### src/rtl/cache_mem_arbiter.sv
// Two-port cache-to-memory arbiter: serialises icache/dcache word requests onto a
// single memory handshake, round-robin on conflict, with registered outputs throughout.
module cache_mem_arbiter #(
  parameter int ADDR_W = 32,
  parameter int DATA_W = 32
) (
  input  logic                clk,
  input  logic                resetn,
  input  logic                inst_cache_req,
  input  logic [ADDR_W-1:0]   inst_cache_addr,
  output logic [DATA_W-1:0]   inst_cache_rdata,
  output logic                inst_cache_dok,
  input  logic                data_cache_req,
  input  logic [DATA_W/8-1:0] data_cache_wen,
  input  logic [ADDR_W-1:0]   data_cache_addr,
  input  logic [DATA_W-1:0]   data_cache_wdata,
  output logic [DATA_W-1:0]   data_cache_rdata,
  output logic                data_cache_dok,
  output logic                mem_req,
  output logic [DATA_W/8-1:0] mem_wen,
  output logic [ADDR_W-1:0]   mem_addr,
  output logic [DATA_W-1:0]   mem_wdata,
  input  logic [DATA_W-1:0]   mem_rdata,
  input  logic                mem_ack,
  output logic                busy
);

  localparam int BE_W = DATA_W / 8;

  typedef enum logic [1:0] {IDLE, MEM_I, MEM_D, RESP} state_t;
  typedef enum logic {GRANT_INST, GRANT_DATA} grant_t;

  state_t            state_q, state_d;
  grant_t            last_q, last_d;
  logic              mem_req_q, mem_req_d;
  logic [BE_W-1:0]   mem_wen_q, mem_wen_d;
  logic [ADDR_W-1:0] mem_addr_q, mem_addr_d;
  logic [DATA_W-1:0] mem_wdata_q, mem_wdata_d;
  logic [DATA_W-1:0] inst_rdata_q, inst_rdata_d;
  logic [DATA_W-1:0] data_rdata_q, data_rdata_d;
  logic              inst_dok_q, inst_dok_d;
  logic              data_dok_q, data_dok_d;
  logic              busy_q, busy_d;

  always_comb begin
    state_d      = state_q;
    last_d       = last_q;
    mem_req_d    = mem_req_q;
    mem_wen_d    = mem_wen_q;
    mem_addr_d   = mem_addr_q;
    mem_wdata_d  = mem_wdata_q;
    inst_rdata_d = inst_rdata_q;
    data_rdata_d = data_rdata_q;
    inst_dok_d   = 1'b0;
    data_dok_d   = 1'b0;

    case (state_q)
      IDLE: begin
        // Data wins when alone or when inst was the most recent winner.
        if (data_cache_req && (!inst_cache_req || last_q == GRANT_INST)) begin
          state_d     = MEM_D;
          last_d      = GRANT_DATA;
          mem_req_d   = 1'b1;
          mem_wen_d   = data_cache_wen;
          mem_addr_d  = data_cache_addr;
          mem_wdata_d = data_cache_wdata;
        end else if (inst_cache_req) begin
          state_d     = MEM_I;
          last_d      = GRANT_INST;
          mem_req_d   = 1'b1;
          mem_wen_d   = '0;
          mem_addr_d  = inst_cache_addr;
          mem_wdata_d = '0;
        end
      end
      MEM_I: begin
        if (mem_req_q && mem_ack) begin
          state_d      = RESP;
          mem_req_d    = 1'b0;
          inst_rdata_d = mem_rdata;
          inst_dok_d   = 1'b1;
        end
      end
      MEM_D: begin
        if (mem_req_q && mem_ack) begin
          state_d      = RESP;
          mem_req_d    = 1'b0;
          data_rdata_d = mem_rdata;
          data_dok_d   = 1'b1;
        end
      end
      RESP: begin
        // Requests are deliberately not sampled here so the cache can drop req.
        state_d = IDLE;
      end
      default: state_d = IDLE;
    endcase

    busy_d = (state_d != IDLE);
  end

  always_ff @(posedge clk) begin
    if (!resetn) begin
      state_q      <= IDLE;
      last_q       <= GRANT_INST;
      mem_req_q    <= 1'b0;
      mem_wen_q    <= '0;
      mem_addr_q   <= '0;
      mem_wdata_q  <= '0;
      inst_rdata_q <= '0;
      data_rdata_q <= '0;
      inst_dok_q   <= 1'b0;
      data_dok_q   <= 1'b0;
      busy_q       <= 1'b0;
    end else begin
      state_q      <= state_d;
      last_q       <= last_d;
      mem_req_q    <= mem_req_d;
      mem_wen_q    <= mem_wen_d;
      mem_addr_q   <= mem_addr_d;
      mem_wdata_q  <= mem_wdata_d;
      inst_rdata_q <= inst_rdata_d;
      data_rdata_q <= data_rdata_d;
      inst_dok_q   <= inst_dok_d;
      data_dok_q   <= data_dok_d;
      busy_q       <= busy_d;
    end
  end

  assign mem_req          = mem_req_q;
  assign mem_wen          = mem_wen_q;
  assign mem_addr         = mem_addr_q;
  assign mem_wdata        = mem_wdata_q;
  assign inst_cache_rdata = inst_rdata_q;
  assign data_cache_rdata = data_rdata_q;
  assign inst_cache_dok   = inst_dok_q;
  assign data_cache_dok   = data_dok_q;
  assign busy             = busy_q;

endmodule

### config.mk
export PLATFORM = sky130hd
export DESIGN_NAME = cache_mem_arbiter
export DESIGN_NICKNAME = d
export VERILOG_FILES = /design/src/rtl/cache_mem_arbiter.sv
export SDC_FILE = /design/constraint.sdc
export NUM_CORES = 1
export LEC_CHECK = 0
export CELL_PAD_IN_SITES_DETAIL_PLACEMENT = 1
export CELL_PAD_IN_SITES_GLOBAL_PLACEMENT = 1
export CORE_MARGIN = 5
export CORE_UTILIZATION = 30
export DETAILED_ROUTE_END_ITERATION = 12
export GPL_TIMING_DRIVEN = 1
export PLACE_DENSITY = 0.95
export SYNTH_ARGS = -nofsm -noshare
export SYNTH_HDL_FRONTEND = slang
export SYNTH_SLANG_ARGS = --single-unit
### constraint.sdc
create_clock -name clk -period 4.39 [get_ports clk]
set_clock_uncertainty 0.05 [all_clocks]
set_input_delay 1.0975 -clock clk [delete_from_list [all_inputs] [get_ports clk]]
set_output_delay 1.0975 -clock clk [all_outputs]
set_load 0.01 [all_outputs]
Yosys cells after proc, flatten, opt, wreduce, memory -nomap -nowiden
Cells that the tools add are included.
- register bits after elaboration: 139
- latch bits: 0
- memory bits (writable): 0
- ROM bits: 0
- output and inout port bits: 136
- memories kept: 0
- add/subtract/negate cells: 0
- multiply operators: 0
- divide/modulo/power cells: 0
- $lt $le $gt $ge: 0
- equality and inequality tests: 5
- shifts and indexed selects: 0
- muxes and demuxes: 17
- bitwise gates (word level): 1
- reductions and logical operators: 15
- operators by type and width (kind ; number):
    32-bit two-way mux ; 4
    2-bit AND reduction ; 5
    4-bit two-way mux ; 2
    1-bit two-way mux ; 6
    2-bit two-way mux ; 3
    2-bit case mux with 3 select lines ; 1
    2-bit nonzero test ; 3
    2-bit equality test, second input constant ; 2
    3-bit != test, second input constant ; 1
    3-bit AND reduction ; 1
    2-bit by 1-bit equality test with 1-bit output, second input constant ; 1
    1-bit logical AND ; 2
    2-bit logical NOT ; 1
    2-bit by 1-bit != test with 1-bit output, second input constant ; 1
    1-bit case mux with 2 select lines ; 1
    2-bit OR reduction ; 1
    1-bit logical NOT ; 1
    1-bit logical OR ; 1
    1-bit NOT ; 1

Depth between registers and ports, before layout
Gate-level depths: netlist of the first run.
- word-level depth: 6
- mapped depth: 7
- mapped depth without buffers: 5

Worst setup path after synthesis of the first run
Ideal clock, no wire load.
- path type: in2reg
- start point: input data_cache_req
- end point: register mem_addr_q[10], in the netlist mem_addr[10]
- arrival time: 1.874 ns
- required time: 4.218 ns
- setup slack: 2.345 ns
- stages on the path: 6
- path buffers: 3
- cells stage by stage: buf_4 -> o21a_4 -> buf_12 -> buf_8 -> o21ai_1 -> a31oi_1
- word-level cells in the longest chain between the ends: 3
- ends and longest elaborated chain (element ; RTL line ; source):
    start: declaration ; 13 ; input logic data_cache_req,
    1-bit logical AND (*) ; 60 ; if (data_cache_req && (!inst_cache_req || last_q == GRANT_INST)) begin
    2-bit nonzero test (no line) ; -- ;
    2-bit AND reduction (no line) ; -- ;
    end signal: assignment ; 120 ; mem_addr_q <= mem_addr_d;
    end: declaration ; 37 ; logic [ADDR_W-1:0] mem_addr_q, mem_addr_d;
Every way passes the cells marked *; elsewhere a longest branch is shown, timed or not.
A chain may end at the register's enable or synchronous reset.

Final worst setup path of the first run
- start point: input inst_cache_req
- end point: register mem_wdata_q[13], in the netlist mem_wdata[13]
- word-level cells in the longest chain between the ends: 5
- ends and longest elaborated chain (element ; RTL line ; source):
    start: declaration ; 9 ; input logic inst_cache_req,
    1-bit logical NOT ; 60 ;
    1-bit logical OR ; 60 ;
    1-bit logical AND ; 60 ;
    2-bit nonzero test (no line) ; -- ;
    2-bit AND reduction (no line) ; -- ;
    end signal: assignment ; 121 ; mem_wdata_q <= mem_wdata_d;
    end: declaration ; 38 ; logic [DATA_W-1:0] mem_wdata_q, mem_wdata_d;
Parallel ways exist; a longest one is shown, timed or not.

==> flow_metrics.py, run 1 <==
metrics = {
    "clock_tree": {
        "cts_buffers": 17,
        "clk_latency_ns": 0.40,
        "post_cts_buffers": 0,
        "cts_sinks": 139,
        "cts_tree": "yes",
        "ctsHoldBuffers": 0,
        "path_clk_slew_ns": 0.06,
        "cts.repair.resized": 0,
        "cts_max_level": 4,
        "clockBufferDepth": 2,
        "cts_root_buffer": "clkbuf_16",
    },
    "synth": {
        "synthFlopType": "dfxtp_1",
        "synth-edff-count": 0,
        "synth_top_area_cell": "dfxtp_1",
        "yosysWarnings": 0,
        "synthDistinctLibCells": 38,
        "syn_nets": 722,
        "synthArstFlopShare_pct": 0,
        "yosysSeqAreaShare_pct": 53.9,
        "syn_inst": 580,
        "ys_ff_latch": 139,
        "synth_top_area_share_pct": 53.9,
        "syn_area_mm2": 0.00516,
        "avgSynthCellArea_um2": 8.90,
        "synth.area.top_cells": "dfxtp_1 54%, nand2_1 14%, a21oi_1 6.6%",
    },
    "power": {
        "comb_power_share_pct": 17.8,
        "clockPowerShare_pct": 41.3,
        "p_switching_uw": 885,
        "intPower_uw": 2570,
        "seqPwrFrac_pct": 40.8,
        "power.density_mw_per_mm2": 409,
        "p_leak_uw": 0.00307,
        "switching_share_pct": 25.6,
        "ir_worst_vdd_mv": 0.274,
    },
    "critical_path": {
        "cp.arrival_ns": 3.05,
        "crit_path_start_kind": "primary input",
        "path_max_fanout": 65,
        "cp.required_ns": 4.63,
        "r2r_slack_ns": 2.28,
        "critPathCaptureType": "register",
        "crit_type": "primary input to register",
    },
    "run_status": {
        "outcome": "finished, final reports clean",
    },
    "grt": {
        "grt_pass1_vias": 5550,
        "grt_pass1_wl_um": 29500,
        "grt.total_usage_pct": 18.7,
        "antenna_found_initial": 1,
        "grt_max_degree": 70,
        "gr-total-overflow": 0,
    },
    "detailed_routing": {
        "wl_um": 19100,
        "via_per_inst": 4.86,
        "first_pass_iters": 4,
        "drc": 0,
        "wl_per_cell_um": 17.8,
        "drt_iter0_drc": 185,
        "ant_nets": 0,
        "vias": 5198,
    },
    "timing": {
        "relSlewSlack_pct": 38.0,
        "worst_slew_pin_slew_ns": 0.927,
        "period_minus_slack_ns": 2.81,
        "max_freq_ghz": 0.356,
        "hold_viol_final": 0,
        "min_period_over_period_pct": 64.1,
        "grt_setup_unrepaired": "false",
        "fin_setup_tns_ns": 0,
        "drv_slew": 0,
        "setup_viol": 0,
    },
    "place": {
        "gp_congestion": 0.796,
        "hpwlAfterDp_um": 13900,
        "numPlacedInstances": 1037,
        "placed_area_mm2": 0.00788,
        "io_buffers": 272,
    },
    "floorplanning": {
        "ioPinCount": 273,
        "coreArea_mm2": 0.0171,
        "die_w_um": 141,
        "rows": 48,
        "dieArea_mm2": 0.0199,
        "die-height_um": 141,
        "initial_core_util_pct": 30.2,
    },
    "cells_and_area": {
        "layout_common_cells": "272 x clkdlybuf4s50_1, 193 x nand2_1, 139 x dfxtp_1, 68 x a21oi_1, 36 x a22o_1",
        "nNetsFinal": 973,
        "instances_no_fill": 1070,
        "area.growth.synth_to_final_pct": 64.0,
        "design_area_mm2": 0.00847,
        "final_common_cell": "clkdlybuf4s50_1",
        "fin_util_pct": 49.5,
        "drive_gt1_share_pct": 4.98,
    },
    "run": {
        "max_cap_viol_count": 0,
    },
    "hold_path": {
        "hold_path.class": "register to register",
    },
}
-- stage by stage --
| step | total power (uW) | setup slack (ns) | hold slack (ns) |
|---|---|---|---|
| 6_report | 3460 | 1.58 | 0.405 |
| 5_1_grt | 3610 | 1.44 | 0.419 |
| 4_1_cts | 3510 | 1.55 | 0.406 |
| 3_5_place_dp | 2060 | 1.12 | 0.398 |
| 3_3_place_gp | 2040 | 1.23 | 0.391 |
| 2_1_floorplan | 1730 | 2.34 | 0.431 |
-- registers in the layout, indices dropped and copies added, names as in the netlist --
name,count
busy,1
data_cache_dok,1
data_cache_rdata,32
inst_cache_dok,1
inst_cache_rdata,32
last_q,1
mem_addr,32
mem_req,1
mem_wdata,32
mem_wen,4
state_q,2
-- cells in the mapped netlist (2+ instances only) --
cell type    n
buf_8        3
o21ai_0      4
o21ai_1     28
o22ai_1      2
inv_1        3
buf_2        7
a31oi_1     32
nand3_1      2
nor2_1       2
clkbuf_1    13
and3_1       2
buf_6        7
dfxtp_1    139
ha_1         5
a22o_1      36
buf_4       14
nand2_1    193
a21oi_1     68
-- power by group through the flow --
stage	Combinational (uW)	Sequential [uW]	Clock [uW]
final	617	1410	1430
after detailed placement	624	1440	0
after floorplan	256	1470	0
after CTS	627	1410	1470
after global routing	666	1420	1520
after global placement	606	1430	0
-- layout make-up --
type	instances	area (um2)
clock buffer	23	478
tap	225	282
clock inverter	9	113
timing repair buffer	278	2770
multi-input combinational	391	2030
antenna	1	2.50
inverter	4	15.0
sequential	139	2780
fill	1977	8650
-- routing by layer --
layer	global-route usage, %	wire length [um]	part of all wire (%)
met3	6.61	1550	8.1
met4	7.04	503	2.6
met5	0	0	0
met2	33.4	9630	51
met1	20.1	7390	39
-- critical path, cell delays in order --
cell             delay, ns
clkdlybuf4s50_1       0.77
o21a_4                0.68
nor2_8                0.21
a22o_1                0.27
-- worst paths after layout --
check             cells past startpoint                 start                    to
setup / recovery                      4        inst_cache_req         mem_wdata[13]
hold / removal                        2  inst_cache_rdata[30]  inst_cache_rdata[30]
setup reg to reg                      5            state_q[0]         mem_wdata[13]
hold reg to reg                       2  inst_cache_rdata[30]  inst_cache_rdata[30]
-- cell families (layout without fill, tap and decap cells) --
family / Yosys count / count (layout) / synth area share, %
adders and majority gates: 5 / 5 / 1.21
and+or+nand+nor: 205 / 205 / 15.7
other: 0 / 1 / 0
buffers and inverters: 50 / 314 / 6.81
AOI/OAI and AO/OA: 181 / 181 / 22.4
DFF: 139 / 139 / 53.9
No activity file was read; power rests on OpenSTA's default activity.
==> inputs of run 2 (changes only) <==
--- a/config.mk
+++ b/config.mk
@@ -8,10 +8,10 @@
 export CELL_PAD_IN_SITES_DETAIL_PLACEMENT = 1
 export CELL_PAD_IN_SITES_GLOBAL_PLACEMENT = 1
 export CORE_MARGIN = 5
-export CORE_UTILIZATION = 30
+export CORE_UTILIZATION = 25
 export DETAILED_ROUTE_END_ITERATION = 12
 export GPL_TIMING_DRIVEN = 1
-export PLACE_DENSITY = 0.95
+export PLACE_DENSITY = 0.87
 export SYNTH_ARGS = -nofsm -noshare
 export SYNTH_HDL_FRONTEND = slang
 export SYNTH_SLANG_ARGS = --single-unit
==> constraint.sdc (replaced) <==
create_clock -name clk -period 2.5 [get_ports clk]
set_clock_uncertainty 0.05 [all_clocks]
set_input_delay 0.625 -clock clk [delete_from_list [all_inputs] [get_ports clk]]
set_output_delay 0.625 -clock clk [all_outputs]
set_load 0.01 [all_outputs]
==> flow_metrics.py, run 2 (synthesis gave the netlist of run 1 again) <==
metrics = {
    "run_status": {
        "outcome": "finished, final reports clean",
    },
    "detailed_routing": {
        "via_per_inst": 4.56,
        "wl_per_cell_um": 16.5,
        "first_pass_iters": 4,
        "vias": 5125,
        "wl_um": 18500,
        "ant_nets": 0,
        "drc": 0,
        "drt_iter0_drc": 160,
    },
    "grt": {
        "grt.total_usage_pct": 15.5,
        "gr-total-overflow": 0,
        "grt_pass1_vias": 5459,
        "grt_max_degree": 53,
        "antenna_found_initial": 1,
        "grt_pass1_wl_um": 29500,
    },
    "power": {
        "p_leak_uw": 0.00313,
        "power.density_mw_per_mm2": 705,
        "report.power.total_uw": 6100,
        "ir_worst_vdd_mv": 0.390,
    },
    "floorplanning": {
        "ioPinCount": 273,
        "initial_core_util_pct": 25.4,
        "die-height_um": 154,
        "dieArea_mm2": 0.0236,
        "coreArea_mm2": 0.0203,
        "rows": 52,
        "die_w_um": 154,
    },
    "critical_path": {
        "max_stage_delay_ns": 0.63,
        "crit_path_start_kind": "register",
        "r2r_start": "state_q[0]",
        "crit_family": "buffers and inverters",
        "critPathCaptureType": "primary output",
        "path_buf_inv": 1,
        "path_cells": "clkdlybuf4s50_1",
        "crit_type": "register to primary output",
        "cp.required_ns": 1.82,
        "cp_slowest_cell": "clkdlybuf4s50_1",
        "startpoint": "mem_req",
        "path_max_fanout": 9,
        "cp.arrival_ns": 1.50,
    },
    "run": {
        "max_cap_viol_count": 0,
    },
    "cells_and_area": {
        "layout_common_cells": "272 x clkdlybuf4s50_1, 193 x nand2_1, 139 x dfxtp_1, 68 x a21oi_1, 36 x a22o_1",
        "drive_gt1_share_pct": 5.99,
        "design_area_mm2": 0.00866,
        "final_common_cell": "clkdlybuf4s50_1",
        "nNetsFinal": 981,
        "area.growth.synth_to_final_pct": 67.7,
    },
    "timing": {
        "fin_setup_tns_ns": 0,
        "hold_viol_final": 0,
        "drv_slew": 0,
        "finalWorstSetupSlack_ns": 0.322,
        "max_freq_ghz": 0.459,
        "worst_slew_pin_slew_ns": 0.409,
        "relSlewSlack_pct": 72.7,
        "grt_setup_unrepaired": "false",
        "min_period_over_period_pct": 87.1,
        "period_minus_slack_ns": 2.18,
        "setup_viol": 0,
    },
    "clock_tree": {
        "post_cts_buffers": 0,
        "clockBufferDepth": 2,
        "cts_tree": "yes",
        "ctsHoldBuffers": 0,
        "cts.repair.resized": 0,
        "cts_max_level": 4,
        "path_clk_slew_ns": 0.05,
        "cts_buffers": 17,
        "clk_latency_ns": 0.40,
        "cts_root_buffer": "clkbuf_16",
        "cts_sinks": 139,
    },
    "place": {
        "io_buffers": 272,
        "gp_congestion": 0.774,
        "hpwlAfterDp_um": 13600,
        "placed_area_mm2": 0.00807,
        "pre_cts_ws_ns": 0.189,
    },
    "hold_path": {
        "hold_path.class": "register to register",
        "min_from": "data_cache_rdata[2]",
    },
}
[run 2: cell count changes in the layout (fill, tap and decap cells not counted), sizes merged]
| cell | previous run | this run |
|---|---|---|
| clkbuf | 23 | 22 |
| clkinvlp | 1 | 3 |
| clkinv | 5 | 4 |
| buf | 6 | 14 |
[run 2: stage by stage]
step	hold slack [ns]	utilization, %	instances
finish	0.402	42.7	1123
detailed placement	0.396	39.7	1090
global route	0.420	42.7	1123
floorplan	0.431	-	580
CTS	0.404	42.6	1122
global placement	0.391	39.7	1090
[run 2: metal layers]
| metal | wire length, um | track usage, % |
|---|---|---|
| met1 | 7590 | 17.6 |
| met2 | 9050 | 26.7 |
| met3 | 1610 | 6.41 |
| met4 | 224 | 4.58 |
| met5 | 0 | 0 |
[run 2: worst paths after layout]
kind	to	slack [ns]	cells past startpoint
setup / recovery	mem_req	0.32	1
hold / removal	data_cache_rdata[2]	0.40	2
setup reg to reg	mem_wdata[22]	0.75	6
hold reg to reg	data_cache_rdata[2]	0.40	2
[run 2: area by class of cell]
cell class | count | area, um2
Inverter | 4 | 15.0
Clock buffer | 22 | 474
Timing Repair Buffer | 286 | 2900
Fill cell | 2360 | 11600
Multi-Input combinational cell | 391 | 2030
Clock inverter | 10 | 115
Tap cell | 270 | 338
Sequential cell | 139 | 2780
Antenna cell | 1 | 2.50
[run 2: power breakdown]
group	switching [uW]	leakage (uW)	internal, uW
logic	493	0.00171	626
registers	103	0.00113	2380
clock network	956	0.000283	1550
